<file path="config.mk">
export PLATFORM = sky130hd
export DESIGN_NAME = fifo_rd_ctrl_flat
export DESIGN_NICKNAME = d
export VERILOG_FILES = /design/src/rtl/fifo_pkg.sv /design/src/rtl/fifo_rd_ctrl_if.sv /design/src/rtl/sync_2ff.sv /design/src/rtl/fifo_rd_ctrl.sv /design/src/flat_wrapper.sv
export SDC_FILE = /design/constraint.sdc
export NUM_CORES = 1
export LEC_CHECK = 0
export ABC_AREA = 1
export CAP_MARGIN = 10
export CORE_MARGIN = 3
export CORE_UTILIZATION = 54
export DETAILED_ROUTE_END_ITERATION = 8
export MAX_ROUTING_LAYER = met4
export PLACE_DENSITY = 0.94
export REMOVE_ABC_BUFFERS = 1
export SLEW_MARGIN = 20
export SYNTH_ARGS = -nofsm -noshare
export SYNTH_HDL_FRONTEND = slang
export SYNTH_SLANG_ARGS = --single-unit
</file>
<file path="constraint.sdc">
create_clock -name r_clk -period 4.5 [get_ports r_clk]
set_clock_uncertainty 0.1 [all_clocks]
set_input_delay 0.675 -clock r_clk [delete_from_list [all_inputs] [get_ports r_clk]]
set_output_delay 0.675 -clock r_clk [all_outputs]
set_load 0.02 [all_outputs]
</file>
<file path="src/rtl/fifo_pkg.sv">
// Shared definitions for the dual-clock FIFO: Gray-code helpers, pointer
// width convention and output buffer depth.
package fifo_pkg;

    // Widest pointer the helpers handle; callers zero-extend into this width
    // and cast the result back down to their own AW+1 bits.
    localparam int PTR_MAX_W = 16;

    // Entries in the read-side output buffer.
    localparam int OBUF_DEPTH = 2;

    typedef logic [PTR_MAX_W-1:0] ptr_max_t;

    // Pointers carry one extra bit over the address so that the MSB
    // tells a full lap apart from an empty FIFO.
    function automatic int ptr_width(input int aw);
        return aw + 1;
    endfunction

    function automatic ptr_max_t bin2gray(input ptr_max_t b);
        return b ^ (b >> 1);
    endfunction

    // Zero upper bits of a zero-extended Gray value decode to zero, so the
    // low bits of the result are the correct narrow binary value.
    function automatic ptr_max_t gray2bin(input ptr_max_t g);
        ptr_max_t b;
        b = g;
        for (int i = 1; i < PTR_MAX_W; i++) begin
            b = b ^ (g >> i);
        end
        return b;
    endfunction

endpackage

</file>
<file path="src/rtl/fifo_rd_ctrl_if.sv">
// Output stream of the FIFO read side: valid/ready handshake with data.
interface fifo_rd_ctrl_if #(
    parameter int WIDTH = 4
);
    logic [WIDTH-1:0] out_data;
    logic             out_valid;
    logic             out_ready;

    // Producer side (the read controller).
    modport master (
        output out_data,
        output out_valid,
        input  out_ready
    );

    // Consumer side.
    modport slave (
        input  out_data,
        input  out_valid,
        output out_ready
    );
endinterface

</file>
<file path="src/rtl/sync_2ff.sv">
// Two-flop synchroniser for a Gray-coded pointer crossing clock domains.
// Nothing sits between the stages so the first flop gets a full cycle to
// resolve metastability.
module sync_2ff #(
    parameter int W = 1
) (
    input  logic         clk,
    input  logic         rst_n,
    input  logic [W-1:0] d,
    output logic [W-1:0] q
);

    logic [W-1:0] meta;

    // Shift the asynchronous input through two stages.
    always_ff @(posedge clk or negedge rst_n) begin
        if (!rst_n) begin
            meta <= '0;
            q    <= '0;
        end else begin
            // NOTE: non-blocking so q takes the old meta, giving two real stages.
            meta <= d;
            q    <= meta;
        end
    end

endmodule

</file>
<file path="src/rtl/fifo_rd_ctrl.sv">
// Read-side controller of the dual-clock FIFO. Synchronises the write
// pointer, generates the read pointer, empty flag and memory read requests,
// and streams popped words through a 2-entry output buffer that absorbs the
// one-cycle read latency of fifo_mem.
module fifo_rd_ctrl
    import fifo_pkg::*;
#(
    parameter  int WIDTH = 4,
    parameter  int DEPTH = 8,
    localparam int AW    = $clog2(DEPTH)
) (
    input  logic             r_clk,
    input  logic             r_rst_n,
    input  logic [AW:0]      wptr_gray_async,
    output logic [AW:0]      rptr_gray,
    output logic [AW-1:0]    raddr,
    output logic             rd_rq,
    output logic             empty,
    input  logic [WIDTH-1:0] mem_rdata,
    output logic [AW:0]      rd_level,
    fifo_rd_ctrl_if.master   ob
);

    localparam int PW = ptr_width(AW);

    logic [PW-1:0]    wq2;
    logic [PW-1:0]    wq2_bin;
    logic [PW-1:0]    rptr_bin;
    logic [PW-1:0]    rptr_bin_nxt;
    logic [PW-1:0]    rptr_gray_nxt;
    logic             inflight;
    logic             pop;
    logic [2:0]       pending;

    logic [WIDTH-1:0] buf_mem [OBUF_DEPTH];
    logic             buf_head;
    logic             buf_tail;
    logic [1:0]       buf_cnt;

    sync_2ff #(
        .W (PW)
    ) u_wptr_sync (
        .clk   (r_clk),
        .rst_n (r_rst_n),
        .d     (wptr_gray_async),
        .q     (wq2)
    );

    // Empty only on full-pointer equality; both operands are registers.
    assign empty = (rptr_gray == wq2);
    assign raddr = rptr_bin[AW-1:0];

    assign rptr_bin_nxt  = rptr_bin + PW'(1);
    assign rptr_gray_nxt = PW'(bin2gray(ptr_max_t'(rptr_bin_nxt)));

    // Occupancy seen from the read side; lags the writer, so never optimistic.
    assign wq2_bin  = PW'(gray2bin(ptr_max_t'(wq2)));
    assign rd_level = wq2_bin - rptr_bin;

    // Words already owed to the buffer after this cycle's pop. pop implies
    // buf_cnt >= 1, so the subtraction cannot underflow.
    assign pop     = ob.out_valid && ob.out_ready;
    assign pending = {1'b0, buf_cnt} + {2'b00, inflight} - {2'b00, pop};
    assign rd_rq   = !empty && (pending < 3'(OBUF_DEPTH));

    // Advance the read pointer on each issued request and remember that a
    // word will arrive from fifo_mem next cycle.
    always_ff @(posedge r_clk or negedge r_rst_n) begin
        if (!r_rst_n) begin
            rptr_bin  <= '0;
            rptr_gray <= '0;
            inflight  <= 1'b0;
        end else begin
            inflight <= rd_rq;
            if (rd_rq) begin
                rptr_bin  <= rptr_bin_nxt;
                rptr_gray <= rptr_gray_nxt;
            end
        end
    end

    // Output buffer: capture returning words at the tail, pop from the head.
    always_ff @(posedge r_clk or negedge r_rst_n) begin
        if (!r_rst_n) begin
            // NOTE: the storage is reset too, because out_data must read 0
            // in reset and it is only two words wide.
            for (int i = 0; i < OBUF_DEPTH; i++) begin
                buf_mem[i] <= '0;
            end
            buf_head <= 1'b0;
            buf_tail <= 1'b0;
            buf_cnt  <= 2'd0;
        end else begin
            if (inflight) begin
                buf_mem[buf_tail] <= mem_rdata;
                buf_tail          <= ~buf_tail;
            end
            if (pop) begin
                buf_head <= ~buf_head;
            end
            // NOTE: the empty default holds buf_cnt; in a clocked block that
            // is a plain register enable, not a latch.
            case ({inflight, pop})
                2'b10:   buf_cnt <= buf_cnt + 2'd1;
                2'b01:   buf_cnt <= buf_cnt - 2'd1;
                default: ;
            endcase
        end
    end

    assign ob.out_data  = buf_mem[buf_head];
    assign ob.out_valid = (buf_cnt != 2'd0);

endmodule

</file>
<file path="src/flat_wrapper.sv">
// flat-port wrapper written by rule: the top's interface ports become plain ports
module fifo_rd_ctrl_flat import fifo_pkg::*;
#(
    parameter  int WIDTH = 4,
    parameter  int DEPTH = 8,
    localparam int AW    = $clog2(DEPTH)
)
  (r_clk, r_rst_n, wptr_gray_async, rptr_gray, raddr, rd_rq, empty, mem_rdata, rd_level, ob_out_data, ob_out_valid, ob_out_ready);
  fifo_rd_ctrl_if #(.WIDTH(WIDTH)) ob_i ();
  input  logic r_clk;
  input  logic r_rst_n;
  input  logic [AW:0] wptr_gray_async;
  output logic [AW:0] rptr_gray;
  output logic [AW-1:0] raddr;
  output logic rd_rq;
  output logic empty;
  input  logic [WIDTH-1:0] mem_rdata;
  output logic [AW:0] rd_level;
  output wire logic [$bits(ob_i.out_data)-1:0] ob_out_data;
  output wire logic [$bits(ob_i.out_valid)-1:0] ob_out_valid;
  input wire logic [$bits(ob_i.out_ready)-1:0] ob_out_ready;
  assign ob_out_data = ob_i.out_data;
  assign ob_out_valid = ob_i.out_valid;
  assign ob_i.out_ready = ob_out_ready;
  fifo_rd_ctrl #(.WIDTH(WIDTH), .DEPTH(DEPTH)) u_core (.r_clk(r_clk), .r_rst_n(r_rst_n), .wptr_gray_async(wptr_gray_async), .rptr_gray(rptr_gray), .raddr(raddr), .rd_rq(rd_rq), .empty(empty), .mem_rdata(mem_rdata), .rd_level(rd_level), .ob(ob_i));
endmodule
</file>
==> flow_summary_export.csv, run 1 <==
group,metric,value,unit
outcome,outcome,"finished clean",
worst_setup_path,cp_max_fo,3,
yosys,yosysUniqueCellTypes,21,
clock_tree,root_buffer,"clkbuf_4",
placement,dp_hpwl,2140,um
timing,hold_violations,0,
clock_tree,cts_sinks,28,
die,rows,18,
placement,post-place-ws,0.460,ns
detailed_routing,route.detailed.drc,0,
power,p_per_area,800,nW/um^2
worst_setup_path,path_buf_inv,5,
detailed_routing,ant_nets,0,
detailed_routing,drtPass1Iterations,4,
placement,portBuffers,28,
die,die_h,58.1,um
detailed_routing,vias,1256,
worst_setup_path,crit_type,"input port to output port",
clock_tree,h-tree-depth,1,
worst_setup_path,critPathCaptureType,"output port",
clock_tree,cts_setup_buffers,0,
clock_tree,clkTransAtPathRegs,0.15,ns
power,power,1470,uW
worst_setup_path,required,3.72,ns
min_path,whs_path_depth,0,
clock_tree,cts_resized,0,
clock_tree,numCtsBuffers,3,
worst_setup_path,startpoint_type,"input port",
job,cap_violations,0,
timing,rsz0062_at_grt,"no",
worst_setup_path,cp.depth,13,
yosys,ys_seq_area_share,47.8,%
detailed_routing,routedWlPerCell,11.5,um
placement,place_inst,240,
worst_setup_path,arrival,3.28,ns
global_routing,track_usage,19.9,%
finish,area_delta_synth_final,25.0,%
yosys,ys_top_cells_by_area,"dfrtp_1 48%, nand2_1 19%, inv_1 7.2%",
global_routing,grt_max_degree,29,
die,boundaryPins,29,
worst_setup_path,cpPeakStageDelay,0.65,ns
clock_tree,tritoncts,"yes",
yosys,synth_area,1470,um^2
detailed_routing,wirelength,2800,um
yosys,synth_seq_cells,28,
global_routing,antenna_found_initial,0,
die,core,2520,um^2
finish,num-fill-cells,187,
die,initial_core_util,58.1,%
clock_tree,hold_buffers,0,
finish,stdcell_count,244,
timing,fmax,0.246,GHz
worst_setup_path,cpMaxStageDelayCell,"clkdlybuf4s50_1",
worst_setup_path,path_cells,"clkdlybuf4s50_1 > nand2_1 > inv_1 > ha_1 > inv_1 > nand2_1 > fa_1 > inv_1 > nor2_1 > nor2_1 > nand2_1 > nor2_1 > clkdlybuf4s50_1",
min_path,hp-class,"register to register",
worst_setup_path,cp_top_family,"buffers and inverters",
timing,min_period,4.06,ns
detailed_routing,dr.first_iter.drc_count,27,
finish,post-route-util,72.7,%
placement,gp_congestion,0.843,
yosys,yosys_warnings,0,
yosys,synth_top_area_cell,"dfrtp_1",
die,dieArea,3380,um^2
timing,slew_headroom,77.6,%
yosys,syn_inst,182,
yosys,synth_top_area_share,47.8,%
timing,fin_tns_setup,0,ns
worst_setup_path,worst-r2r-cell-count,16,
timing,fin_ws,0.442,ns
timing,fin_crit_sh,90.2,%
global_routing,grt_pass1_vias,1217,
die,die_w,58.1,um
global_routing,grt_pass1_wl,4870,um
finish,nets,234,
timing,slew_viol_final,0,
yosys,postSynthAreaPerCell,8.06,um^2
finish,diodes,0,
clock_tree,clk_path_buf_depth,2,
timing,tightest_slew,0.336,ns
detailed_routing,viasPerCell,5.15,
global_routing,overflow,0,
clock_tree,clock_latency,0.34,ns
power,p_leak,0.000985,uW
power,ir_worst_vdd,0.577,mV
timing,setup_violations,0,
finish,final_layout_size_suffix_gt1_share,6.54,%
-- flip-flops by register name, summed over array words and instances, names as in the netlist --
| name | flops |
|---|---|
| u_core.inflight | 1 |
| u_core.u_wptr_sync.q | 4 |
| u_core.u_wptr_sync.meta | 4 |
| u_core.rptr_gray | 3 |
| u_core.buf_tail | 1 |
| u_core.buf_mem | 8 |
| u_core.buf_cnt | 2 |
| u_core.rptr_bin | 4 |
| u_core.buf_head | 1 |
-- per-layer routing --
layer	share of wire, %	global-route usage (%)	wire length [um]
met1	41	20.6	1150
met2	51	33.9	1430
met3	4.9	4.90	137
met4	2.8	12.3	79
met5	0	-	0
-- power by group --
group,switching (uW),internal [uW]
registers,87.5,346
logic,498,372
clock network,73.4,90.3
total,659,808
-- worst paths after layout --
| path | from | slack (ns) | to |
|---|---|---|---|
| worst max register to register | u_core.buf_cnt[1]$_DFFE_PN0N_ | 1.98 | u_core.rptr_bin[2]$_DFFE_PN0P_ |
| worst max-delay path | ob_out_ready | 0.44 | rd_rq |
| max in group asynchronous | r_rst_n | 3.46 | u_core.rptr_bin[2]$_DFFE_PN0P_ |
| worst min-delay path | u_core.u_wptr_sync.meta[1]$_DFF_PN0_ | 0.27 | u_core.u_wptr_sync.q[1]$_DFF_PN0_ |
| worst min register to register | u_core.u_wptr_sync.meta[1]$_DFF_PN0_ | 0.27 | u_core.u_wptr_sync.q[1]$_DFF_PN0_ |
| min in group asynchronous | r_rst_n | 0.59 | u_core.u_wptr_sync.q[1]$_DFF_PN0_ |
-- cell usage after synthesis (all sizes together) --
cell / n
nand2: 79
inv: 30
dfrtp: 28
nand3: 9
o21ai: 9
ha: 6
nor2: 6
xnor2: 3
xor2: 3
fa: 2
or2: 2
a21oi: 1
buf: 1
nand3b: 1
nand4: 1
o221ai: 1
-- cell families (layout without fill, tap and decap cells) --
logic type	after synthesis	count (layout)	synth area share [%]
AO/OA/AOI/OAI	11	11	4.01
XOR/XNOR	6	6	3.58
adder cells (fa/ha/maj)	8	8	7.85
buffers and inverters	31	63	8.45
flip-flops	28	28	47.8
AND/OR/NAND/NOR	98	98	28.3
-- layout by cell type (no fill, tap or decap), types with 2 or more instances in the layout --
cell type and instances:
dfrtp_1 28, nor2_1 5, nand2_4 2, clkbuf_4 3
nand2_2 3, o21ai_0 9, xnor2_1 3, nand2_1 74
clkdlybuf4s50_1 28, ha_1 6, xor2_1 3, inv_2 2
nand3_1 9, inv_1 28, fa_1 2
-- per-stage QoR --
step / hold slack, ns / cell area (um^2)
final: 0.267 / 1830
after global routing: 0.282 / 1830
after global placement: 0.233 / 1780
after CTS: 0.270 / 1830
after floorplan: 0.231 / 1460
after detailed placement: 0.237 / 1780
-- area by class of cell --
type / instances / area (um^2) / area share, %
multi-input cells: 123 / 642 / 35.0
inverters: 30 / 113 / 6.14
repair buffers: 29 / 288 / 15.7
well taps: 30 / 37.5 / 2.05
clock inverters: 1 / 30.0 / 1.64
flip-flops and latches: 28 / 701 / 38.2
clock buffers: 3 / 22.5 / 1.23
(Power assumes the default switching activity.)
==> inputs of run 2 (changes only) <==
CTS_CLUSTER_SIZE = 25   (was default)
SYNTH_HIERARCHICAL = 1   (was default)
==> run 2 against run 1 <==
  * Worst hold slack lost 0.0066 ns
  * Largest cell class unchanged
  * Clock power is 3% lower
  * Register-to-register slack improved by 0.11 ns
  * Non-clock buffer count unchanged
  * Via count is 3.5% lower
  * Core utilization increased by 0.099 points
  * Routed wire length down 6.2%
  * Global-route usage is 1.4 points lower
  * Die area fell by 0.31%
  * Final area is 0.14% higher
  * Count of clock-buffer cells in the layout did not move
==> flow_summary_export.csv, run 2 <==
group,metric,value,unit
timing,slew_viol_final,0,
finish,layout_common_cells,"67 x nand2_1, 29 x inv_1, 28 x clkdlybuf4s50_1, 28 x dfrtp_1, 13 x nand3_1",
timing,tightest_slew,0.498,ns
clock_tree,cts_setup_buffers,0,
clock_tree,cts_sinks,28,
worst_setup_path,startpoint_type,"input port",
global_routing,track_usage,18.6,%
detailed_routing,vias,1212,
finish,final_layout_size_suffix_gt1_share,6.19,%
timing,fin_tns_setup,0,ns
job,cap_violations,0,
clock_tree,root_buffer,"clkbuf_4",
timing,rsz0062_at_grt,"no",
detailed_routing,route.detailed.drc,0,
clock_tree,clkTransAtPathRegs,0.14,ns
global_routing,overflow,0,
detailed_routing,wirelength,2620,um
yosys,synth_seq_cells,28,
yosys,synth-compound-area-share,6.51,%
timing,min_period,4.14,ns
power,cell_internal_pwr,795,uW
placement,dp_hpwl,2080,um
yosys,synth-xor-area-share,3.00,%
die,core,2520,um^2
finish,final_area,1840,um^2
power,seqPwrFrac,30.5,%
finish,diodes,0,
timing,setup_violations,0,
clock_tree,clk_path_buf_depth,2,
worst_setup_path,critPathCaptureType,"output port",
placement,placed_cell_area,1780,um^2
yosys,yosys_warnings,6,
power,p_per_area,783,nW/um^2
die,dieArea,3370,um^2
yosys,ys_seq_area_share,47.9,%
detailed_routing,dr.first_iter.drc_count,50,
yosys,postSynthAreaPerCell,8.21,um^2
power,p_sw_share,44.7,%
clock_tree,cts_resized,0,
clock_tree,clock_latency,0.32,ns
placement,gp_congestion,0.881,
worst_setup_path,crit_type,"input port to output port",
finish,nets,228,
worst_setup_path,arrival,3.36,ns
clock_tree,tritoncts,"yes",
finish,area_delta_synth_final,25.6,%
worst_setup_path,required,3.72,ns
finish,largest_reg_flops,8,
detailed_routing,viasPerCell,5.05,
yosys,synth_top_family_by_area,"simple AND/OR/NAND/NOR gates",
power,switchingPower,642,uW
global_routing,antenna_found_initial,0,
timing,fin_crit_sh,91.9,%
yosys,synth_common_cells,"67 x nand2_1, 29 x inv_1, 28 x dfrtp_1, 13 x nand3_1",
power,p_leak,0.000962,uW
clock_tree,numCtsBuffers,3,
clock_tree,hold_buffers,0,
yosys,yosysUniqueCellTypes,22,
clock_tree,h-tree-depth,1,
yosys,synth_top_area_cell,"dfrtp_1",
worst_setup_path,cp_max_fo,8,
timing,slew_headroom,66.8,%
yosys,synth.most_common_cell,"nand2_1",
yosys,ys_top_cells_by_area,"dfrtp_1 48%, nand2_1 17%, inv_1 7.4%",
global_routing,grt_pass1_wl,4740,um
global_routing,grt_max_degree,21,
yosys,synth_top_area_share,47.9,%
outcome,outcome,"finished clean",
min_path,hp-class,"register to register",
die,die_w,58.0,um
power,ir_worst_vdd,0.573,mV
die,rows,18,
yosys,synth_edf_count,0,
power,clkPwrFrac,11.0,%
finish,layout_commonest_cell,"nand2_1",
die,boundaryPins,29,
detailed_routing,routedWlPerCell,10.9,um
timing,hold_violations,0,
placement,post-place-ws,0.385,ns
die,initial_core_util,57.9,%
power,p_comb_share,58.4,%
yosys,synth_area,1460,um^2
yosys,synthMuxAreaShare,0,%
timing,fin_ws,0.364,ns
global_routing,grt_pass1_vias,1126,
yosys,synthArstFlopShare,100,%
detailed_routing,drtPass1Iterations,4,
detailed_routing,ant_nets,0,
finish,regMostFlops,"u_core/buf_mem",
yosys,synth-simple-area-share,28.7,%
placement,portBuffers,28,
yosys,ys.flop_type,"dfrtp_1",
die,die_h,58.0,um
yosys,syn_inst,178,
yosys,yosys.area_share.adder,6.16,%
timing,fmax,0.242,GHz
-- run 2: cell types whose count changed in the layout (fill, tap and decap cells not counted), sizes merged --
cell,change
a21oi,+3
ha,-2
inv,-1
nand2,-8
nand3,+4
nand4,+1
nor2,-2
o21ai,+3
o221ai,-1
xnor2,-1
-- run 2: power by group through the flow --
stage	clock network (uW)	logic, uW	registers (uW)
finish	159	840	439
global placement	0	819	439
detailed placement	0	841	444
global route	172	943	454
CTS	164	848	439
floorplan	0	530	452
-- run 2: worst paths after layout --
path | from | end | slack [ns] | cells past startpoint
setup reg to reg | u_core/buf_cnt[1]$_DFFE_PN0P_ | u_core/rptr_bin[3]$_DFFE_PN0P_ | 2.09 | 12
min in group asynchronous | r_rst_n | u_core/inflight$_DFF_PN0_ | 0.53 | 1
hold / removal | u_core/u_wptr_sync/meta[0]$_DFF_PN0_ | u_core/u_wptr_sync/q[0]$_DFF_PN0_ | 0.26 | 0
hold reg to reg | u_core/u_wptr_sync/meta[0]$_DFF_PN0_ | u_core/u_wptr_sync/q[0]$_DFF_PN0_ | 0.26 | 0
max in group asynchronous | r_rst_n | u_core/rptr_gray[2]$_DFFE_PN0P_ | 3.19 | 2
setup / recovery | ob_out_ready | rd_rq | 0.36 | 13
-- run 2: area by class of cell --
class | instances | area [um^2]
clock buffer | 3 | 22.5
timing repair buffer | 29 | 288
fill | 190 | 687
clock inverter | 1 | 30.0
multi-input combinational | 120 | 648
sequential | 28 | 701
tap | 30 | 37.5
inverter | 29 | 109
-- run 2: critical path: stages --
cell and delay (ns):
clkdlybuf4s50_1 0.49, inv_1 0.07, a21oi_2 0.14, nand2_1 0.10, o21ai_1 0.17, inv_1 0.07
fa_1 0.36, inv_1 0.12, o21ai_1 0.10, a21oi_4 0.25, nand2_4 0.12, inv_1 0.09
clkdlybuf4s50_1 0.60
-- run 2: kinds of logic after synthesis --
kind of cell | after synthesis
XOR/XNOR | 5
AO/OA/AOI/OAI | 16
flip-flops | 28
AND/OR/NAND/NOR | 93
buffers and inverters | 30
adder cells (fa/ha/maj) | 6
-- run 2: metrics by stage --
step / total power [uW] / util (%) / cells / hold slack, ns
after floorplan: 982 / - / 177 / 0.231
after global placement: 1260 / 70.7 / 236 / 0.232
after detailed placement: 1290 / 70.7 / 236 / 0.236
after CTS: 1450 / 72.8 / 240 / 0.268
after global routing: 1570 / 72.8 / 240 / 0.271
final: 1440 / 72.8 / 240 / 0.261
-- run 2: routing by layer --
layer	vias up	global-route usage (%)	wire, um
li1	613	-	-
met1	564	22.7	1160
met2	29	32.4	1310
met3	6	2.45	106
met4	0	4.64	45
met5	-	-	0
